$ cat config.mk
export PLATFORM = sky130hd
export DESIGN_NAME = dma_io_requester
export DESIGN_NICKNAME = d
export VERILOG_FILES = /design/src/rtl/dma_io_requester_pkg.sv /design/src/rtl/dma_io_requester_fifo.sv /design/src/rtl/dma_io_requester.sv
export SDC_FILE = /design/constraint.sdc
export NUM_CORES = 1
export LEC_CHECK = 0
export CAP_MARGIN = 5
export CELL_PAD_IN_SITES_DETAIL_PLACEMENT = 1
export CELL_PAD_IN_SITES_GLOBAL_PLACEMENT = 2
export CORE_MARGIN = 4
export CORE_UTILIZATION = 42
export DETAILED_ROUTE_END_ITERATION = 8
export GPL_ROUTABILITY_DRIVEN = 0
export PLACE_DENSITY_LB_ADDON = 0.3
export SYNTH_ARGS = -nofsm -noshare
export SYNTH_HDL_FRONTEND = slang
export SYNTH_SLANG_ARGS = --single-unit
$ cat constraint.sdc
create_clock -name clk -period 5.6 [get_ports clk]
set_input_delay 1.12 -clock clk [delete_from_list [all_inputs] [get_ports clk]]
set_output_delay 1.12 -clock clk [all_outputs]
set_load 0.03 [all_outputs]
$ cat src/rtl/dma_io_requester_pkg.sv
// -----------------------------------------------------------------------------
// dma_io_requester_pkg
// Shared DMA types used by the I/O-side requester and its FIFO.
//   DMA_REQ_STATE_e  : requester FSM states
//   DMA_READ_WRITE_e : transfer direction (READ = memory->device,
//                      WRITE = device->memory)
// -----------------------------------------------------------------------------
package dma_io_requester_pkg;

  typedef enum logic [1:0] {
    IDLE = 2'd0,
    REQ  = 2'd1,
    XFER = 2'd2,
    DONE = 2'd3
  } DMA_REQ_STATE_e;

  typedef enum logic {
    DMA_READ  = 1'b0,
    DMA_WRITE = 1'b1
  } DMA_READ_WRITE_e;

endpackage

$ cat src/rtl/dma_io_requester_fifo.sv
// -----------------------------------------------------------------------------
// dma_sync_fifo
// First-word-fall-through synchronous FIFO. The head word is presented on
// rd_data_o whenever empty_o is low. Writes when full and reads when empty
// are ignored; a simultaneous read and write both succeed.
// Ports:
//   clk_i, rst_i            clock, asynchronous active-high reset
//   wr_en_i, wr_data_i      push request and data
//   rd_en_i, rd_data_o      pop request and head word
//   full_o, empty_o         occupancy flags
//   count_o                 occupancy, 0..FIFO_DEPTH
// -----------------------------------------------------------------------------
module dma_sync_fifo #(
  parameter int DATA_WIDTH = 8,
  parameter int FIFO_DEPTH = 8
) (
  input  logic                          clk_i,
  input  logic                          rst_i,
  input  logic                          wr_en_i,
  input  logic [DATA_WIDTH-1:0]         wr_data_i,
  input  logic                          rd_en_i,
  output logic [DATA_WIDTH-1:0]         rd_data_o,
  output logic                          full_o,
  output logic                          empty_o,
  output logic [$clog2(FIFO_DEPTH):0]   count_o
);

  localparam int AW = $clog2(FIFO_DEPTH);
  localparam int CW = AW + 1;

  logic [DATA_WIDTH-1:0] mem_q [FIFO_DEPTH];
  logic [AW-1:0]         wptr_q, rptr_q;
  logic [CW-1:0]         count_q, count_d;
  logic                  wr_ok, rd_ok;

  assign full_o    = (count_q == CW'(FIFO_DEPTH));
  assign empty_o   = (count_q == '0);
  assign wr_ok     = wr_en_i && !full_o;
  assign rd_ok     = rd_en_i && !empty_o;
  assign count_d   = count_q + CW'(wr_ok) - CW'(rd_ok);
  assign rd_data_o = mem_q[rptr_q];
  assign count_o   = count_q;

  // Pointers wrap naturally because FIFO_DEPTH is a power of two.
  always_ff @(posedge clk_i or posedge rst_i) begin
    if (rst_i) begin
      wptr_q  <= '0;
      rptr_q  <= '0;
      count_q <= '0;
    end else begin
      if (wr_ok) wptr_q <= wptr_q + 1'b1;
      if (rd_ok) rptr_q <= rptr_q + 1'b1;
      count_q <= count_d;
    end
  end

  always_ff @(posedge clk_i) begin
    if (wr_ok) mem_q[wptr_q] <= wr_data_i;
  end

endmodule

$ cat src/rtl/dma_io_requester.sv
// -----------------------------------------------------------------------------
// dma_io_requester
// Device-side end of an 8237A-style DREQ/DACK handshake. Raises dreq while the
// local FIFO needs service and commits one byte per DMA strobe rising edge:
//   WRITE mode (device->memory): drives db_out with the FIFO head while ior_n
//                                is low, pops on the ior_n rising edge.
//   READ mode  (memory->device): captures db_in while iow_n is low, pushes on
//                                the iow_n rising edge.
// eop_n low during a strobe ends the process (DONE, tc_done) until restart.
// Optional macro DMA_WATERMARK_EN: in WRITE mode request only once the FIFO
// holds WATERMARK bytes, then keep bursting while any byte remains.
// Ports:
//   clk, reset                  clock, asynchronous active-high reset
//   dreq, dack                  DMA request / acknowledge (configurable polarity)
//   ior_n, iow_n, eop_n         DMA strobes and end-of-process, active low
//   db_in, db_out, db_oe        data bus in, data bus out and its drive enable
//   mode, restart               direction select, one-cycle DONE release
//   lcl_wr_en/_data             local push side
//   lcl_rd_en/_data             local pop side (first-word-fall-through)
//   lcl_full/_empty/_count      FIFO status
//   tc_done, xfer_err           terminal count reached, sticky DMA fault
// -----------------------------------------------------------------------------
module dma_io_requester
  import dma_io_requester_pkg::*;
#(
  parameter int DATA_WIDTH      = 8,
  parameter int FIFO_DEPTH      = 8,
  parameter int DREQ_ACTIVE_LOW = 0,
  parameter int DACK_ACTIVE_LOW = 1,
  parameter int WATERMARK       = 4
) (
  input  logic                        clk,
  input  logic                        reset,
  output logic                        dreq,
  input  logic                        dack,
  input  logic                        ior_n,
  input  logic                        iow_n,
  input  logic                        eop_n,
  input  logic [DATA_WIDTH-1:0]       db_in,
  output logic [DATA_WIDTH-1:0]       db_out,
  output logic                        db_oe,
  input  logic                        mode,
  input  logic                        restart,
  input  logic                        lcl_wr_en,
  input  logic [DATA_WIDTH-1:0]       lcl_wr_data,
  input  logic                        lcl_rd_en,
  output logic [DATA_WIDTH-1:0]       lcl_rd_data,
  output logic                        lcl_full,
  output logic                        lcl_empty,
  output logic [$clog2(FIFO_DEPTH):0] lcl_count,
  output logic                        tc_done,
  output logic                        xfer_err
);

  localparam int CW = $clog2(FIFO_DEPTH) + 1;

  if (FIFO_DEPTH < 2 || (FIFO_DEPTH & (FIFO_DEPTH - 1)) != 0 ||
      WATERMARK < 1 || WATERMARK > FIFO_DEPTH) begin : g_bad_param
    $error("dma_io_requester: illegal FIFO_DEPTH/WATERMARK");
  end

  DMA_REQ_STATE_e        state_q, state_d;
  DMA_READ_WRITE_e       mode_q, mode_eff;
  logic                  ior_q, iow_q;
  logic                  eop_seen_q, eop_seen_d;
  logic                  xfer_err_q;
  logic [DATA_WIDTH-1:0] hold_q;

  logic          dack_act, wr_mode, strobe_low, dma_edge, dma_commit, eop_hit;
  logic          push_req, pop_req, push_ok, pop_ok, err_set;
  logic          need_now, need_burst;
  logic [CW-1:0] cnt_nxt;
  logic [DATA_WIDTH-1:0] push_data, head;

  assign dack_act = (DACK_ACTIVE_LOW != 0) ? ~dack : dack;

  // Direction follows the mode pin only while idle; otherwise it is frozen.
  assign mode_eff = (state_q == IDLE) ? DMA_READ_WRITE_e'(mode) : mode_q;
  assign wr_mode  = (mode_eff == DMA_WRITE);

  assign strobe_low = wr_mode ? ~ior_n : ~iow_n;
  assign dma_edge   = dack_act && (wr_mode ? (!ior_q && ior_n) : (!iow_q && iow_n));
  assign dma_commit = dma_edge && (state_q == XFER);
  assign eop_hit    = eop_seen_q || !eop_n;

  // The DMA side owns the FIFO end opposite to the local side.
  assign push_req  = wr_mode ? lcl_wr_en : dma_commit;
  assign pop_req   = wr_mode ? dma_commit : lcl_rd_en;
  assign push_data = wr_mode ? lcl_wr_data : hold_q;
  assign push_ok   = push_req && !lcl_full;
  assign pop_ok    = pop_req && !lcl_empty;
  assign cnt_nxt   = lcl_count + CW'(push_ok) - CW'(pop_ok);

  // Any acknowledged strobe that cannot move a byte is a fault, even outside XFER.
  assign err_set = dma_edge && (wr_mode ? lcl_empty : lcl_full);

`ifdef DMA_WATERMARK_EN
  assign need_now = wr_mode ? (lcl_count >= CW'(WATERMARK)) : !lcl_full;
`else
  assign need_now = wr_mode ? (lcl_count != '0) : !lcl_full;
`endif
  // Continuation test uses the post-commit occupancy so dreq drops right after
  // the byte that exhausts (or fills) the FIFO.
  assign need_burst = wr_mode ? (cnt_nxt != '0) : (cnt_nxt != CW'(FIFO_DEPTH));

  dma_sync_fifo #(
    .DATA_WIDTH (DATA_WIDTH),
    .FIFO_DEPTH (FIFO_DEPTH)
  ) u_fifo (
    .clk_i     (clk),
    .rst_i     (reset),
    .wr_en_i   (push_req),
    .wr_data_i (push_data),
    .rd_en_i   (pop_req),
    .rd_data_o (head),
    .full_o    (lcl_full),
    .empty_o   (lcl_empty),
    .count_o   (lcl_count)
  );

  always_comb begin
    state_d = state_q;
    unique case (state_q)
      IDLE: if (need_now) state_d = REQ;
      REQ: begin
        if (!need_now)     state_d = IDLE;
        else if (dack_act) state_d = XFER;
      end
      XFER: begin
        if (dma_commit) begin
          if (eop_hit)         state_d = DONE;
          else if (need_burst) state_d = XFER;
          else                 state_d = IDLE;
        end else if (!dack_act) begin
          state_d = need_now ? REQ : IDLE;
        end
      end
      DONE: if (restart) state_d = IDLE;
      default: state_d = IDLE;
    endcase
  end

  // eop_n may be low only part of the strobe; remember it until the commit.
  always_comb begin
    eop_seen_d = eop_seen_q;
    if (state_q != XFER || dma_commit)
      eop_seen_d = 1'b0;
    else if (strobe_low && dack_act && !eop_n)
      eop_seen_d = 1'b1;
  end

  always_ff @(posedge clk or posedge reset) begin
    if (reset) begin
      state_q    <= IDLE;
      mode_q     <= DMA_READ;
      ior_q      <= 1'b1;
      iow_q      <= 1'b1;
      eop_seen_q <= 1'b0;
      xfer_err_q <= 1'b0;
    end else begin
      state_q    <= state_d;
      mode_q     <= mode_eff;
      ior_q      <= ior_n;
      iow_q      <= iow_n;
      eop_seen_q <= eop_seen_d;
      if (err_set) xfer_err_q <= 1'b1;
    end
  end

  always_ff @(posedge clk) begin
    if (!iow_n) hold_q <= db_in;
  end

  assign dreq        = ((state_q == REQ) || (state_q == XFER)) ^ (DREQ_ACTIVE_LOW != 0);
  assign db_oe       = (state_q == XFER) && wr_mode && !ior_n && dack_act;
  assign db_out      = db_oe ? head : '0;
  assign lcl_rd_data = head;
  assign tc_done     = (state_q == DONE);
  assign xfer_err    = xfer_err_q;

endmodule
==> parameters.txt <==
Parameter                              Value

Setup path
  Worst-path fanout max    15
  Worst setup SP type    input pin
  Start of the worst register-to-register path    state_q[0]$_DFFE_PP0P_
  Depth of the most critical reg-to-reg path    16
  Crit Reg-Reg Endpoint    state_q[1]$_DFFE_PP0P_
  Critical path capture point type    output pin
  Data required time of the worst path    4.48 ns
  Setup CP Type    in -> out
  Arrival time worst endpoint    3.59 ns
  Minimum setup slack among reg-to-reg paths    1.41 ns
  Critical path startpoint    mode

Floorplan
  Starting Density    43.8%
  Die area    10800 um2
  Standard-cell row count    34
  Die H    104 um
  Placeable core region    8850 um2
  Horizontal extent of the die    104 um
  I/O pin cnt    52

Synthesis
  Proportion of synthesized chip area in sequential cells    66.8%
  Count of distinct cell types in the synthesized netlist    41
  Fraction of registers with async set or reset after synthesis    19.1%
  Top cells by area in the synthesized netlist    edfxtp_1 (56%), dfrtp_1 (9.7%), mux4_2 (9.3%)
  Number of nets produced by synthesis    285
  EDFF count, synth    72
  Cell with the most instances after synthesis    edfxtp_1
  Cell area after synthesis    3880 um2
  Number of register bits inferred by synthesis    89
  Synthesized area per cell    15.8 um2
  Cell type contributing the most total cell area after synthesis    edfxtp_1
  Synth warnings    0
  Synth top cells by count    edfxtp_1 (72), nand2_1 (34), inv_1 (17), mux4_2 (16), dfrtp_1 (15)
  Synth top area share    55.7%
  Top flip-flop cell by instance count after synthesis    edfxtp_1
  Cells after Synth    246

Timing
  Setup skew after layout    0.00817 ns
  Sum Neg Setup Slack    0 ns
  Actual slew at the worst max-slew pin    1.09 ns
  Final-report hold violation count    0
  Period utilization    84.1%
  RSZ-0062 raised after global routing    false
  Maximum operating frequency    212 MHz
  Final-report setup violation count    0
  Max-slew violation count    0
  Min Clock Period, post-route    4.71 ns
  Slew Limit Headroom    27.6%

Min path
  Count of cells along the worst hold path    2
  Hold Path End    xfer_err$_DFFE_PP0P_
  Startpoint of the tightest hold check path    xfer_err$_DFFE_PP0P_
  Tightest Hold Check Type    reg -> reg

Layout
  Count of nets after finishing    341
  Fraction of layout instances using a drive strength above 1    16.6%
  Area grow syn2layout    21.0%
  Total of fill cells in the finished design    889
  Seq. cell area    2590 um2
  Antenna diode count    0
  Area taken by multi-input logic gates    1200 um2
  Final std cell area, no fill    4690 um2
  Post-layout instance count excluding filler cells    415

Detailed routing
  Via density per instance    5.27
  Sum of routed wire length over all layers    8370 um
  Via count    2188
  Violation count after the first detailed-routing iteration    62
  Final ANT Viol Nets    0
  Routed wirelength normalized by instance count    20.2 um
  TritonRoute pass-1 iters    4
  Number of design rule violations left after detail routing    0

CTS
  Number of buffers created by CTS    9
  Hold-fix buffers, CTS    0
  Post-CTS Setup Bufs    0
  CTS sink cnt    89
  Clk pin slew, worst setup/hold paths    0.08 ns
  Post-cts resize count    0
  Master cell of the clock root buffer    clkbuf_8
  CTS tree    built
  Insertion delay of the later-clocked pin in the worst-skew pair    0.35 ns
  Number of H-tree levels    3
  CTS Buffer Depth    2

Global routing
  Maximum number of pins on one net before global-route repair    19
  Number of antenna violations at the first check in global routing    0
  Global Route Usage Sum    16.1%
  Number of global-route vias before repair    2394
  Total grt overflow    0
  First-pass GRT wire length    13200 um

Power and ir drop
  Static Leak    1.71 nW
  Power per cell area    529 nW/um2
  Maximum resistive drop on vdd    307 uV

Placed design
  Placed instance count    399
  Number of port buffers    51
  Detailed-placement wirelength estimate    6170 um
  Total placed instance area    4520 um2

Outcome
  Status    finished, final reports clean

Run
  Max Cap Viol    0
==> critical path, stage by stage <==
cell             delay [ns]
clkdlybuf4s50_1        0.43
mux2i_2                0.55
inv_2                  0.30
nand3b_1               0.46
nor2b_1                0.10
clkdlybuf4s50_1        0.61
==> power by group <==
group	total (mW)	switching [mW]	leakage [nW]	internal (mW)
Clock	0.389	0.226	0.0805	0.163
Combinational	1.04	0.560	0.778	0.484
Sequential	1.05	0.147	0.856	0.902
Total	2.48	0.933	1.71	1.55
==> cells in the final DEF, fill, tap and decap left out, types with 2 or more instances in the layout <==
cell	n
o21ai_0	4
nor2_1	3
ha_1	12
mux2i_1	2
clkbuf_8	9
nor2b_1	13
and3b_1	2
xnor2_1	3
xor2_1	2
dfrtp_1	15
nor3b_1	2
buf_4	2
clkinv_4	2
a21oi_1	2
mux4_2	16
clkinvlp_4	2
dfstp_2	2
mux2_2	10
nand2_1	34
a31oi_1	2
inv_1	17
nor3b_2	3
clkdlybuf4s50_1	51
nand3_1	2
or3_1	2
edfxtp_1	72
==> through the flow <==
step | util [%] | hold WS, ns | setup slack [ns] | total power, mW
floorplan | - | 0.466 | 1.58 | 1.75
global placement | 51.1 | 0.466 | 0.776 | 2.08
detailed placement | 51.1 | 0.462 | 0.630 | 2.12
CTS | 53.0 | 0.495 | 0.869 | 2.51
global route | 53.0 | 0.537 | 0.670 | 2.65
finish | 53.0 | 0.491 | 0.891 | 2.48
==> area by class of cell <==
| class | instances | share of cell area (%) |
|---|---|---|
| timing repair buffer | 53 | 11.2 |
| multi-input combinational | 131 | 25.6 |
| sequential | 89 | 55.2 |
| clock buffer | 10 | 2.72 |
| tap | 108 | 2.88 |
| clock inverter | 6 | 0.960 |
| inverter | 18 | 1.44 |
==> metal layers <==
metal / part of all wire, % / GRT usage [%]
met5: 0 / 0
met4: 1.1 / 4.56
met3: 3.7 / 2.92
met2: 52 / 28.4
met1: 43 / 20.3
==> sequential cells by signal (all words and copies together) (netlist names), 2 cells and up <==
name,flops
u_fifo.wptr_q,3
state_q,2
hold_q,8
u_fifo.count_o,4
u_fifo.mem_q,64
u_fifo.rptr_q,3
==> worst max path at each step <==
stage	to	slack [ns]	cells past startpoint
floorplan	state_q[1]$_DFFE_PP0P_	1.58	14
global placement	state_q[1]$_DFFE_PP0P_	0.78	15
detailed placement	state_q[1]$_DFFE_PP0P_	0.63	15
CTS	db_out[6]	0.87	6
global route	state_q[1]$_DFFE_PP0P_	0.67	15
finish	db_out[6]	0.89	6
==> cell families after synthesis <==
logic type	synth area share, %
AO/OA/AOI/OAI	2.97
XOR/XNOR	1.13
adder cells (fa/ha/maj)	4.39
buffers and inverters	2.61
flip-flops	66.8
multiplexers	13.6
AND/OR/NAND/NOR	8.48
No activity file was read; power rests on OpenSTA's default activity.
